===== src/rtl/mux_scan_sequencer_pkg.sv =====
// Shared definitions for the 4:1 mux scan sequencer.
//   NUM_CH / SEL_W : channel count and select width of the downstream mux
//   CNT_W          : width of the settle counter (SETTLE legal 0..15)
//   state_t        : sequencer state encoding
package mux_scan_sequencer_pkg;

    localparam int unsigned NUM_CH = 4;
    localparam int unsigned SEL_W  = 2;
    localparam int unsigned CNT_W  = 4;

    typedef enum logic [1:0] {
        ST_IDLE,
        ST_SETTLE,
        ST_SAMPLE,
        ST_DONE
    } state_t;

endpackage


===== src/rtl/mux_next_channel.sv =====
// Combinational channel picker for the scan sequencer.
//   mask       : channel enables, bit n = channel n
//   ch         : currently selected channel
//   from_start : 1 = pick the lowest set bit overall, 0 = lowest set bit above ch
//   next_ch    : chosen channel (0 when none found)
//   found      : a qualifying channel exists
module mux_next_channel
    import mux_scan_sequencer_pkg::*;
(
    input  logic [NUM_CH-1:0] mask,
    input  logic [SEL_W-1:0]  ch,
    input  logic              from_start,
    output logic [SEL_W-1:0]  next_ch,
    output logic              found
);

    always_comb begin
        next_ch = '0;
        found   = 1'b0;
        for (int unsigned i = 0; i < NUM_CH; i++) begin
            if (!found && mask[i[SEL_W-1:0]] && (from_start || i > 32'(ch))) begin
                found   = 1'b1;
                next_ch = i[SEL_W-1:0];
            end
        end
    end

endmodule


===== src/rtl/mux_scan_sequencer.sv =====
// Scan sequencer driving the select lines of a 4:1 single-bit mux.
// Visits enabled channels in ascending order, waits SETTLE cycles per
// channel, samples mux_y into a 4-bit frame and hands the frame off on a
// valid/ready handshake, optionally rescanning continuously.
//   clk, rst             : clock, synchronous active-high reset
//   start, ch_mask       : scan request and channel enables (latched on accept)
//   continuous           : rescan with the latched mask after each handshake
//   mux_y                : mux output being sampled
//   S1, S0               : mux select (MSB, LSB)
//   busy                 : high whenever not idle
//   sample_valid/_ch/_bit: one-cycle report of each captured sample
//   frame_valid/ready    : frame handshake; frame bit n = channel n sample
module mux_scan_sequencer
    import mux_scan_sequencer_pkg::*;
#(
    parameter int unsigned SETTLE = 2
) (
    input  logic              clk,
    input  logic              rst,
    input  logic              start,
    input  logic [NUM_CH-1:0] ch_mask,
    input  logic              continuous,
    input  logic              mux_y,
    output logic              S0,
    output logic              S1,
    output logic              busy,
    output logic              sample_valid,
    output logic [SEL_W-1:0]  sample_ch,
    output logic              sample_bit,
    output logic              frame_valid,
    input  logic              frame_ready,
    output logic [NUM_CH-1:0] frame
);

    // With SETTLE=0 a new channel goes straight to sampling.
    localparam state_t ENTER_ST = state_t'((SETTLE == 0) ? ST_SAMPLE : ST_SETTLE);
    localparam logic [CNT_W-1:0] SETTLE_LAST = CNT_W'((SETTLE > 0) ? SETTLE - 1 : 0);

    state_t            state;
    logic [NUM_CH-1:0] mask_q;
    logic [CNT_W-1:0]  cnt;
    logic [SEL_W-1:0]  sel;

    logic [NUM_CH-1:0] search_mask;
    logic              from_start;
    logic [SEL_W-1:0]  next_ch;
    logic              found;

    // One picker serves all states: IDLE looks at the live mask, DONE
    // restarts from the latched mask, SAMPLE advances past the current channel.
    assign search_mask = (state == ST_IDLE) ? ch_mask : mask_q;
    assign from_start  = (state != ST_SAMPLE);

    mux_next_channel u_next (
        .mask       (search_mask),
        .ch         (sel),
        .from_start (from_start),
        .next_ch    (next_ch),
        .found      (found)
    );

    assign S1 = sel[1];
    assign S0 = sel[0];

    always_ff @(posedge clk) begin
        if (rst) begin
            state        <= ST_IDLE;
            mask_q       <= '0;
            cnt          <= '0;
            sel          <= '0;
            busy         <= 1'b0;
            sample_valid <= 1'b0;
            sample_ch    <= '0;
            sample_bit   <= 1'b0;
            frame_valid  <= 1'b0;
            frame        <= '0;
        end else begin
            sample_valid <= 1'b0;
            case (state)
                ST_IDLE: begin
                    if (start) begin
                        mask_q <= ch_mask;
                        frame  <= '0;
                        busy   <= 1'b1;
                        if (found) begin
                            sel   <= next_ch;
                            cnt   <= '0;
                            state <= ENTER_ST;
                        end else begin
                            state       <= ST_DONE;
                            frame_valid <= 1'b1;
                        end
                    end
                end
                ST_SETTLE: begin
                    if (cnt == SETTLE_LAST) begin
                        state <= ST_SAMPLE;
                    end else begin
                        cnt <= cnt + 1'b1;
                    end
                end
                ST_SAMPLE: begin
                    frame[sel]   <= mux_y;
                    sample_valid <= 1'b1;
                    sample_ch    <= sel;
                    sample_bit   <= mux_y;
                    if (found) begin
                        sel   <= next_ch;
                        cnt   <= '0;
                        state <= ENTER_ST;
                    end else begin
                        state       <= ST_DONE;
                        frame_valid <= 1'b1;
                    end
                end
                ST_DONE: begin
                    // frame_valid low while in DONE only happens on the
                    // continuous empty-mask loop: re-present the zero frame.
                    if (!frame_valid) begin
                        frame_valid <= 1'b1;
                    end else if (frame_ready) begin
                        frame_valid <= 1'b0;
                        if (continuous && found) begin
                            frame <= '0;
                            sel   <= next_ch;
                            cnt   <= '0;
                            state <= ENTER_ST;
                        end else if (!continuous) begin
                            busy  <= 1'b0;
                            state <= ST_IDLE;
                        end
                    end
                end
                default: begin
                    state <= ST_IDLE;
                    busy  <= 1'b0;
                end
            endcase
        end
    end

endmodule


===== config.mk =====
export PLATFORM = sky130hd
export DESIGN_NAME = mux_scan_sequencer
export DESIGN_NICKNAME = d
export VERILOG_FILES = /design/src/rtl/mux_scan_sequencer_pkg.sv /design/src/rtl/mux_next_channel.sv /design/src/rtl/mux_scan_sequencer.sv
export SDC_FILE = /design/constraint.sdc
export NUM_CORES = 1
export LEC_CHECK = 0
export BUFFER_PORTS_ARGS = -buffer_cell sky130_fd_sc_hd__buf_2
export CAP_MARGIN = 10
export CORE_ASPECT_RATIO = 2
export CORE_MARGIN = 2
export CORE_UTILIZATION = 35
export DETAILED_ROUTE_END_ITERATION = 12
export PLACE_DENSITY_LB_ADDON = 0.2
export SETUP_SLACK_MARGIN = 0.1
export SLEW_MARGIN = 30
export SYNTH_ARGS = -nofsm -noshare
export SYNTH_HDL_FRONTEND = slang
export SYNTH_SLANG_ARGS = --single-unit

===== constraint.sdc =====
create_clock -name clk -period 1.4 [get_ports clk]
set_input_delay 0.07 -clock clk [delete_from_list [all_inputs] [get_ports clk]]
set_output_delay 0.07 -clock clk [all_outputs]
set_load 0.005 [all_outputs]

After elaboration in Yosys (flattened, before gate mapping):

Index checks and enable logic that the tools add are counted.
W data, S select, Z words.

* register bits after elaboration: 22
* bits of input ports: 10

* add/sub/neg operators: 1
* order comparisons: 5
* eq/ne operators: 14
* multiplexer cells: 46
* reductions and logical operators: 24

Operators by type and width (count)
* $mux W4: 8
* $mux W2: 14
* $ne A2 B2 Y1 const B: 9
* $mux W1: 16
* $pmux W4 S4: 1
* $reduce_and A5 Y1: 3
* $pmux W4 S3: 1
* $logic_and A1 B1 Y1: 9
* $pmux W2 S4: 1
* $pmux W2 S3: 1
* $reduce_and A6 Y1: 1
* $add A4 B1 Y4 const B: 1
* $bwmux W4: 1
* $eq A2 B2 Y1 const B: 2
* $eq A4 B1 Y1 const B: 1
* $gt A2 B2 Y1 const A: 2
* $reduce_and A2 Y1: 2
* $logic_not A1 Y1: 3
* $logic_or A1 B1 Y1: 3
* $lt A2 B3 Y1 const B: 1
* $ne A3 B3 Y1 const B: 1
* $pmux W1 S3: 1
* $reduce_bool A3 Y1: 1
* $demux W1 S2: 1
* 6 further kinds: 6

Longest topological paths before layout:

Gate-level depths: netlist (run 1).

* depth in word-level cells: 21
* mapped depth: 7
* depth with buffers taken out: 6

Cells and area by module:

From an unflattened synthesis (run 1), not the netlist that was laid out.

* cells, all modules: 136
* area total of the unflattened synthesis: 1211.2 um2

Modules (own cells, without submodules)
* mux_scan_sequencer: times used 1, cells each 122, area an instance 1123.6 um2, sequential area each 440.4 um2
* mux_next_channel: times used 1, cells each 14, area an instance 87.6 um2, sequential area each 0.0 um2

Worst setup path after synthesis (run 1):

No wires, ideal clock.

* path kind: reg-to-reg
* from: register sel[1]
* to: register cnt[1]
* setup time: 0.121 ns
* arrival: 1.399 ns
* data required time: 1.279 ns
* setup slack: -0.119 ns
* cell stages (with the launch flop): 7
* clock period less this slack: 1.519 ns
* cells stage by stage: dfxtp_1 buf_4 nor2b_1 o21ai_0 nand3_1 o21ai_0 mux2_2

* cells in the longest elaborated chain, start to end: 15

Ends and longest elaborated chain
* start: declaration: line mux_scan_sequencer.sv:42 `logic [SEL_W-1:0] sel;`
* start signal: assignment: line mux_scan_sequencer.sv:86 `sel <= next_ch;`
* start signal: assignment: line mux_scan_sequencer.sv:108 `sel <= next_ch;`
* start signal: assignment: line mux_scan_sequencer.sv:125 `sel <= next_ch;`
* $gt A1 B2 Y1: line mux_next_channel.sv:21 `if (!found && mask[i[SEL_W-1:0]] && (from_start || i > 32'(ch))) begin`
* $logic_or A1 B1 Y1: line mux_next_channel.sv:21
* $logic_and A1 B1 Y1: line mux_next_channel.sv:21
* $mux W1: line mux_next_channel.sv:21
* $logic_not A1 Y1: line mux_next_channel.sv:21
* $logic_and A1 B1 Y1 (2 in series): line mux_next_channel.sv:21
* $mux W1: line mux_next_channel.sv:21
* $logic_not A1 Y1: line mux_next_channel.sv:21
* $logic_and A1 B1 Y1 (2 in series): line mux_next_channel.sv:21
* $mux W1 *: line mux_next_channel.sv:21
* $mux W4 or $logic_and A1 B1 Y1 (tied branches)
* $mux W4 or $ne A2 B2 Y1 (tied branches)
* $pmux W4 S4 or $reduce_and A5 Y1 (tied branches)
* end signal: assignment: line mux_scan_sequencer.sv:99 `cnt <= cnt + 1'b1;`
* end: declaration: line mux_scan_sequencer.sv:41 `logic [CNT_W-1:0] cnt;`

Mark *: on every way between the ends. The rest lies on a longest branch, timed or not. The select of a mux whose other input is x is not followed.
A chain may end at the register's enable or synchronous reset.

Worst setup path after layout (run 1):

* from: register state[1]
* to: register state[1]

* cells in the longest elaborated chain, start to end: 21

Ends and longest elaborated chain
* start: declaration: line mux_scan_sequencer.sv:39 `state_t state;`
* start signal: assignment: line mux_scan_sequencer.sv:67 `state <= ST_IDLE;`
* start signal: assignment: line mux_scan_sequencer.sv:88 `state <= ENTER_ST;`
* start signal: assignment: line mux_scan_sequencer.sv:90 `state <= ST_DONE;`
* $logic_not A2 Y1: line mux_scan_sequencer.sv:51, mux_scan_sequencer.sv:79
* $mux W4: line mux_scan_sequencer.sv:51 `assign search_mask = (state == ST_IDLE) ? ch_mask : mask_q;`
* $logic_and A1 B1 Y1: line mux_next_channel.sv:21
* $mux W1: line mux_next_channel.sv:21
* $logic_not A1 Y1: line mux_next_channel.sv:21
* $logic_and A1 B1 Y1 (2 in series): line mux_next_channel.sv:21
* $mux W1: line mux_next_channel.sv:21
* $logic_not A1 Y1: line mux_next_channel.sv:21
* (+3 left out)
* $logic_not A1 Y1: line mux_next_channel.sv:21
* $logic_and A1 B1 Y1 (2 in series): line mux_next_channel.sv:21
* $mux W1: line mux_next_channel.sv:21
* $logic_and A1 B1 Y1: line mux_scan_sequencer.sv:123 `if (continuous && found) begin`
* $mux W2: line mux_scan_sequencer.sv:123
* $mux W2: line mux_scan_sequencer.sv:121 `end else if (frame_ready) begin`
* $mux W2: line mux_scan_sequencer.sv:119 `if (!frame_valid) begin`
* $pmux W2 S4: line mux_scan_sequencer.sv:79 `case (state)`

Parallel ways exist; a longest one is shown, timed or not. The select of a mux whose other input is x is not followed.

==> results of run 1 <==
[stage by stage]
stage	hold slack (ns)	TNS [ns]	instance area (um2)	utilization (%)	setup slack, ns
global placement	0.3176	-1.244	1368	42.83	-0.1671
global route	0.08789	-1.812	1572	49.22	-0.2212
CTS	0.06193	-0.1947	1490	46.67	-0.08777
detailed placement	0.3320	-1.844	1368	42.83	-0.2106
floorplan	0.2060	-0.2731	1175	-	-0.06590
finish	0.05267	-1.019	1572	49.22	-0.1572
[registers in the layout, indices dropped and copies added (netlist names)]
| name | count |
|---|---|
| sample_ch | 2 |
| busy | 1 |
| frame | 4 |
| sample_bit | 1 |
| mask_q | 4 |
| cnt | 4 |
| sel | 2 |
| state | 2 |
| sample_valid | 1 |
| frame_valid | 1 |
[tightest hold or removal path, cell delays in order]
cell	delay [ns]
buf_2	0.09
mux2i_1	0.06
nor2_1	0.07
[timing repair]
action	CTS	global route
pin swaps	8	11
gates resized for setup	17	18
setup buffers	1	3
gates cloned	0	0
endpoints found under the setup margin	16	20
[how the worst max path moves through the flow]
stage / to / depth (start not counted)
after global placement: cnt[1] / 5
after detailed placement: cnt[1] / 5
after global routing: state[1] / 7
final: state[1] / 7
after floorplan: cnt[1] / 6
after CTS: cnt[1] / 5
[routing by layer]
| metal | vias up | GRT usage, % |
|---|---|---|
| li1 | 568 | - |
| met1 | 578 | 16.02 |
| met2 | 28 | 29.91 |
| met3 | 7 | 1.895 |
| met4 | 0 | 9.893 |
| met5 | - | 0 |
[area by class of cell]
class                      count  area, um2
tap                           31      38.79
multi-input combinational    105      740.7
timing repair buffer          42      270.3
inverter                       4      15.01
fill                         312       1622
sequential                    22      451.7
clock buffer                   4      55.05
[power groups by stage]
stage / Combinational (mW) / Sequential (mW) / Clock, mW
detailed placement: 0.579 / 0.741 / 0
floorplan: 0.405 / 0.733 / 0
CTS: 0.636 / 0.737 / 0.473
finish: 0.711 / 0.739 / 0.478
global route: 0.777 / 0.747 / 0.508
global placement: 0.571 / 0.739 / 0
[cell usage in the layout, fill, tap and decap left out, drive strengths merged, types with 3 or more instances in the layout]
cell    count
a211oi      3
a21oi      13
buf        42
clkbuf      4
dfxtp      22
inv         4
mux2i       4
nand2      11
nand2b      4
nand3       6
nand4       3
nor2       15
nor2b       3
nor3        6
o21ai      15
[logic make-up (layout without fill, tap and decap cells)]
kind of cell / Yosys count / count (layout) / synth area share (%)
compound gates: 43 / 43 / 24.06
xor+xnor: 3 / 3 / 2.246
fa+ha+maj: 2 / 2 / 2.139
buf+inv: 14 / 50 / 7.699
flops: 22 / 22 / 37.65
mux: 5 / 5 / 4.385
simple gates: 52 / 52 / 21.82
==> results by group, run 1 <==
Power and ir drop
  • Clock power share: 24.8%
  • Flop pwr share: about two fifths
  • NetSw: around 0.65 mW
  • Leakage power: 0.6380 nW
  • Combinational fraction of design power: between 30% and 40%
  • Total power: around 1.9 mW
  • Peak VDD IR: 637.5 uV
  • Sw frac: about a third
  • Int Power: about 1.3 mW
  • Pwr dens: around 1200 nW/um2

Timing
  • # setup viols final: 13
  • Fmax: roughly 640 MHz
  • Slack of the critical path: -0.1572 ns
  • Final Skew: between 0.005 and 0.006 ns
  • Post-route clock period utilization: 111.2%
  • Headroom to the max-slew limit: between 60% and 70%
  • Worst Max-Slew Pin Slew: about 0.50 ns
  • RSZ-0062 raised after global routing: yes
  • Slew Limit Fails: 0
  • Min cycle time layout: between 1.5 and 2 ns
  • Fin. Hold Viols: 0

Logic synthesis
  • Warnings, synthesis: 0
  • Unique cell type count in the Yosys netlist: 37
  • Ranking of synthesized cells by area: dfxtp_1 38%, a21oi_1 5.6%, nor2_1 4.8%, o21ai_0 4.3%, buf_6 3.9%
  • Sequential area share after synthesis: about 38%
  • Yosys top cell by area: dfxtp_1
  • Asr flop ratio synth: 0%
  • Synth top area share: roughly 38%
  • Synthesized cell area: approximately 1200 um2
  • Yosys reg bits: 22
  • Top cells by instance count after synthesis: 22 x dfxtp_1, 15 x nor2_1, 13 x a21oi_1, 10 x nand2_1, 10 x o21ai_0
  • Number of synthesized flops with an enable pin: 0
  • Cells after Synth: ~140
  • Synth Net Count: around 150
  • Avg Synthesized Cell Area: around 8.3 um2
  • Ys flop type: dfxtp_1
  • Most common cell in the netlist: dfxtp_1

Worst setup path
  • Critical-path top delay cell: or3b_1
  • Crit path DAT: around 1.8 ns
  • Top delay family on crit path: simple AND/OR/NAND/NOR gates
  • R2R Setup Slk: -0.16 ns
  • Crit path required time: ~1.6 ns
  • Worst r2r path cells: 7
  • CP Capture Type: flip-flop
  • R2r startpoint: state[1]
  • Critical Path Most Common Cell: buf_4
  • Crit path kind: flip-flop to flip-flop
  • Critical R2R Capture: state[1]
  • Cell Chain, Critical Path: buf_4 -> buf_4 -> nor2_4 -> o21ai_1 -> nand3_2 -> or3b_1 -> a21oi_2
  • CP startpoint kind: flip-flop
  • Crit Path Max Fanout: 6
  • Bufs and invs on worst path: 2
  • Launch point of the worst path: state[1]
  • Critical path's largest stage delay: ~0.42 ns

CTS
  • Worst-path clk slew: about 0.08 ns
  • Clock Path Buffers: 2
  • Sink Count: 22
  • Num CTS Buffers: 3
  • Root Driver: clkbuf_8
  • H-Tree Depth: 1
  • CTS tree: yes
  • Worst-Skew Late Latency: between 0.2 and 0.3 ns
  • Hold-fix buffers, CTS: 0

Floorplanning
  • Die Wd: around 45 um
  • Starting Density: between 30% and 40%
  • Die Span Y: roughly 86 um
  • Die footprint: about 3800 um2
  • FP Rows: 29
  • Core ar.: around 3200 um2
  • I/O pins: 22

Drt
  • DRC Markers: 0
  • Vias per cell: between 5 and 6
  • 1st-pass router iterations: 4
  • WL final: approximately 3000 um
  • WL/cell: roughly 14 um
  • Overall via count from detail_route: 1,181
  • DRT antenna net count: 0
  • Initial DRC Count: 43
  • DR WL met2: 1712 um
  • Met1 wire length: 1072 um
  • Met3 WL: around 87 um
  • Max Used Layer: met4

Global route
  • Largest net degree at the start of global routing: 24
  • First-pass GRT wire length: roughly 4800 um
  • Initial antenna violation count: 0
  • Vias in the first global route: about 1.2k
  • Total global routing overflow: 0
  • Total track usage: ~16%

Placement
  • Dpl cells: 200
  • Port bufs: 21
  • RD Place Congestion: roughly 0.8
  • DP HPWL: roughly 2100 um

Worst hold path
  • WHS Path Cells: 3
  • Min-delay worst type: input pin to flip-flop
  • Worst hold start: ch_mask[1]
  • Hold Path End: mask_q[1]

Outcome
  • Status: complete, but fails checks
  • Violated checks: setup timing

Final layout
  • Layout cells sized above 1: roughly two fifths
  • Area grow syn2layout: 34.33%
  • Layout Cells excl Fill: 208
  • Final net count: 190
  • Diodes inserted: 0

Run
  • Max-cap viol count: 0
Note: power is estimated with default switching activity, not from simulation.
==> run 2, diff against run 1 <==
Settings changed: CORE_MARGIN 2 to default.
Clock period 1.4 ns to 1.8 ns, I/O delays scaled along.
==> run 2 against run 1 <==
Net effect: maximum frequency down 0.46%; design area down 12%; critical path type unchanged; clock power down 24%; hold slack better by 0.034 ns; highest routed layer unchanged; power down 29%; the flow now finishes without violations; critical endpoint is now cnt[1].
==> results by group, run 2 (synthesis gave the netlist of run 1 again) <==
Timing
  • Fin. Hold Viols: 0
  • Post-route clock period utilization: 86.91%
  • Final Skew: approximately 0.0075 ns
  • Slew Limit Fails: 0
  • Worst Max-Slew Pin Slew: around 0.49 ns
  • Setup TNS: 0 ns
  • RSZ-0062 raised after global routing: no
  • Hold_ws: 0.08681 ns
  • Fmax: ~640 MHz
  • # setup viols final: 0
  • Min cycle time layout: 1.564 ns
  • Headroom to the max-slew limit: approximately two thirds

Floorplanning
  • Die Span Y: 83.76 um
  • I/O pins: 22
  • Die footprint: between 3000 and 4000 um2
  • Core ar.: around 3200 um2
  • Starting Density: a little over a third
  • Die Wd: 42.88 um
  • FP Rows: 29

Worst setup path
  • Crit Path Max Fanout: 12
  • Critical-path top delay cell: dfxtp_2
  • Cell Chain, Critical Path: nor4bb_2 -> a211oi_2 -> nand3_1 -> o21ai_0 -> mux2_2
  • CP startpoint kind: flip-flop
  • Crit path required time: roughly 2.0 ns
  • Crit path kind: flip-flop to flip-flop
  • Critical path's largest stage delay: 0.37 ns
  • Launch point of the worst path: state[1]
  • CP Capture Type: flip-flop
  • R2r startpoint: state[1]
  • Crit path DAT: between 1.5 and 2 ns
  • Top delay family on crit path: compound AO/OA/AOI/OAI gates
  • Bufs and invs on worst path: 0

Global route
  • Total track usage: 16.91%
  • Total global routing overflow: 0
  • First-pass GRT wire length: 4554 um
  • Initial antenna violation count: 0
  • Largest net degree at the start of global routing: 24
  • Vias in the first global route: about 1.1k

CTS
  • Root Driver: clkbuf_8
  • Clock Path Buffers: 2
  • Worst-Skew Late Latency: 0.27 ns
  • Num CTS Buffers: 3
  • CTS tree: yes
  • H-Tree Depth: 1
  • Sink Count: 22
  • Worst-path clk slew: about 0.08 ns
  • Post-CTS setup buffers: 0

Worst hold path
  • Min-delay worst type: input pin to flip-flop
  • Worst hold start: ch_mask[1]

Final layout
  • Filler Cells Inserted: ~330
  • Final net count: 179
  • Multi-input logic area: around 650 um2
  • FF+latch area: approximately 440 um2
  • Fin area: approximately 1400 um2
  • Final core occ: between 40% and 50%
  • Largest regs: cnt x4, frame x4, mask_q x4
  • Commonest non-fill, non-tap cells in the layout: 21 x buf_2, 20 x dfxtp_1, 15 x nor2_1, 13 x a21oi_1
  • Diodes inserted: 0
  • Area grow syn2layout: 17.75%
  • Most common cell after layout, fill and taps aside: buf_2
  • Layout cells sized above 1: approximately 26%

Placement
  • DP HPWL: ~2100 um
  • RD Place Congestion: approximately 0.79
  • Port bufs: 21
  • DP Area: around 1300 um2

Power and ir drop
  • Peak VDD IR: between 400 and 500 uV
  • Leakage power: between 0.5 and 0.6 nW
  • Total power: around 1.4 mW
  • Pwr dens: approximately 990 nW/um2

Drt
  • 1st-pass router iterations: 4
  • Overall via count from detail_route: ~1.1k
  • Initial DRC Count: 22
  • WL final: about 2800 um
  • WL/cell: roughly 14 um
  • Vias per cell: around 5.6
  • DRT antenna net count: 0
  • DRC Markers: 0

Outcome
  • Status: finished clean

Run
  • Max-cap viol count: 0
[run 2: final cells by class]
cell class,instances,area share (%)
clock buffers,4,3.996
flip-flops and latches,22,32.15
repair buffers,31,13.08
inverters,4,1.090
multi-input cells,105,46.87
well taps,31,2.816
[run 2: per-layer routing]
| metal | global-route usage (%) | wire (um) | up-vias |
|---|---|---|---|
| li1 | - | - | 542 |
| met1 | 16.71 | 1045 | 514 |
| met2 | 29.61 | 1491 | 34 |
| met3 | 2.165 | 97 | 14 |
| met4 | 13.35 | 156 | 0 |
| met5 | 0 | 0 | - |
[run 2: tightest hold or removal path: cells and delay by family]
kind / cells / cell delay, ns
simple gates: 1 / 0.07
buf+inv: 1 / 0.09
mux: 1 / 0.06
[run 2: path summary, 6_finish.rpt]
path             endpoint  slack (ns)  depth (start not counted)
min             mask_q[1]        0.09                          3
max                cnt[1]        0.24                          5
max reg2reg        cnt[1]        0.24                          5
min reg2reg  sample_ch[0]        0.45                          2
[run 2: report_power, final]
group	internal (mW)	total, mW	switching, mW
clock network	0.196	0.364	0.169
registers	0.531	0.579	0.0484
logic	0.188	0.417	0.229
total	0.914	1.36	0.446
[run 2: repair_timing]
action	in CTS	in global routing
setup endpoints to repair	0	10
resized for setup	0	4
hold buffers	0	0
endpoints found under the hold margin	0	0
[run 2: per-stage QoR]
stage          instances  setup WS, ns
3_5_place_dp         193        0.1576
4_1_cts              197        0.1442
3_3_place_gp         193        0.2161
6_report             197        0.2356
2_1_floorplan        141        0.2806
5_1_grt              197        0.1365
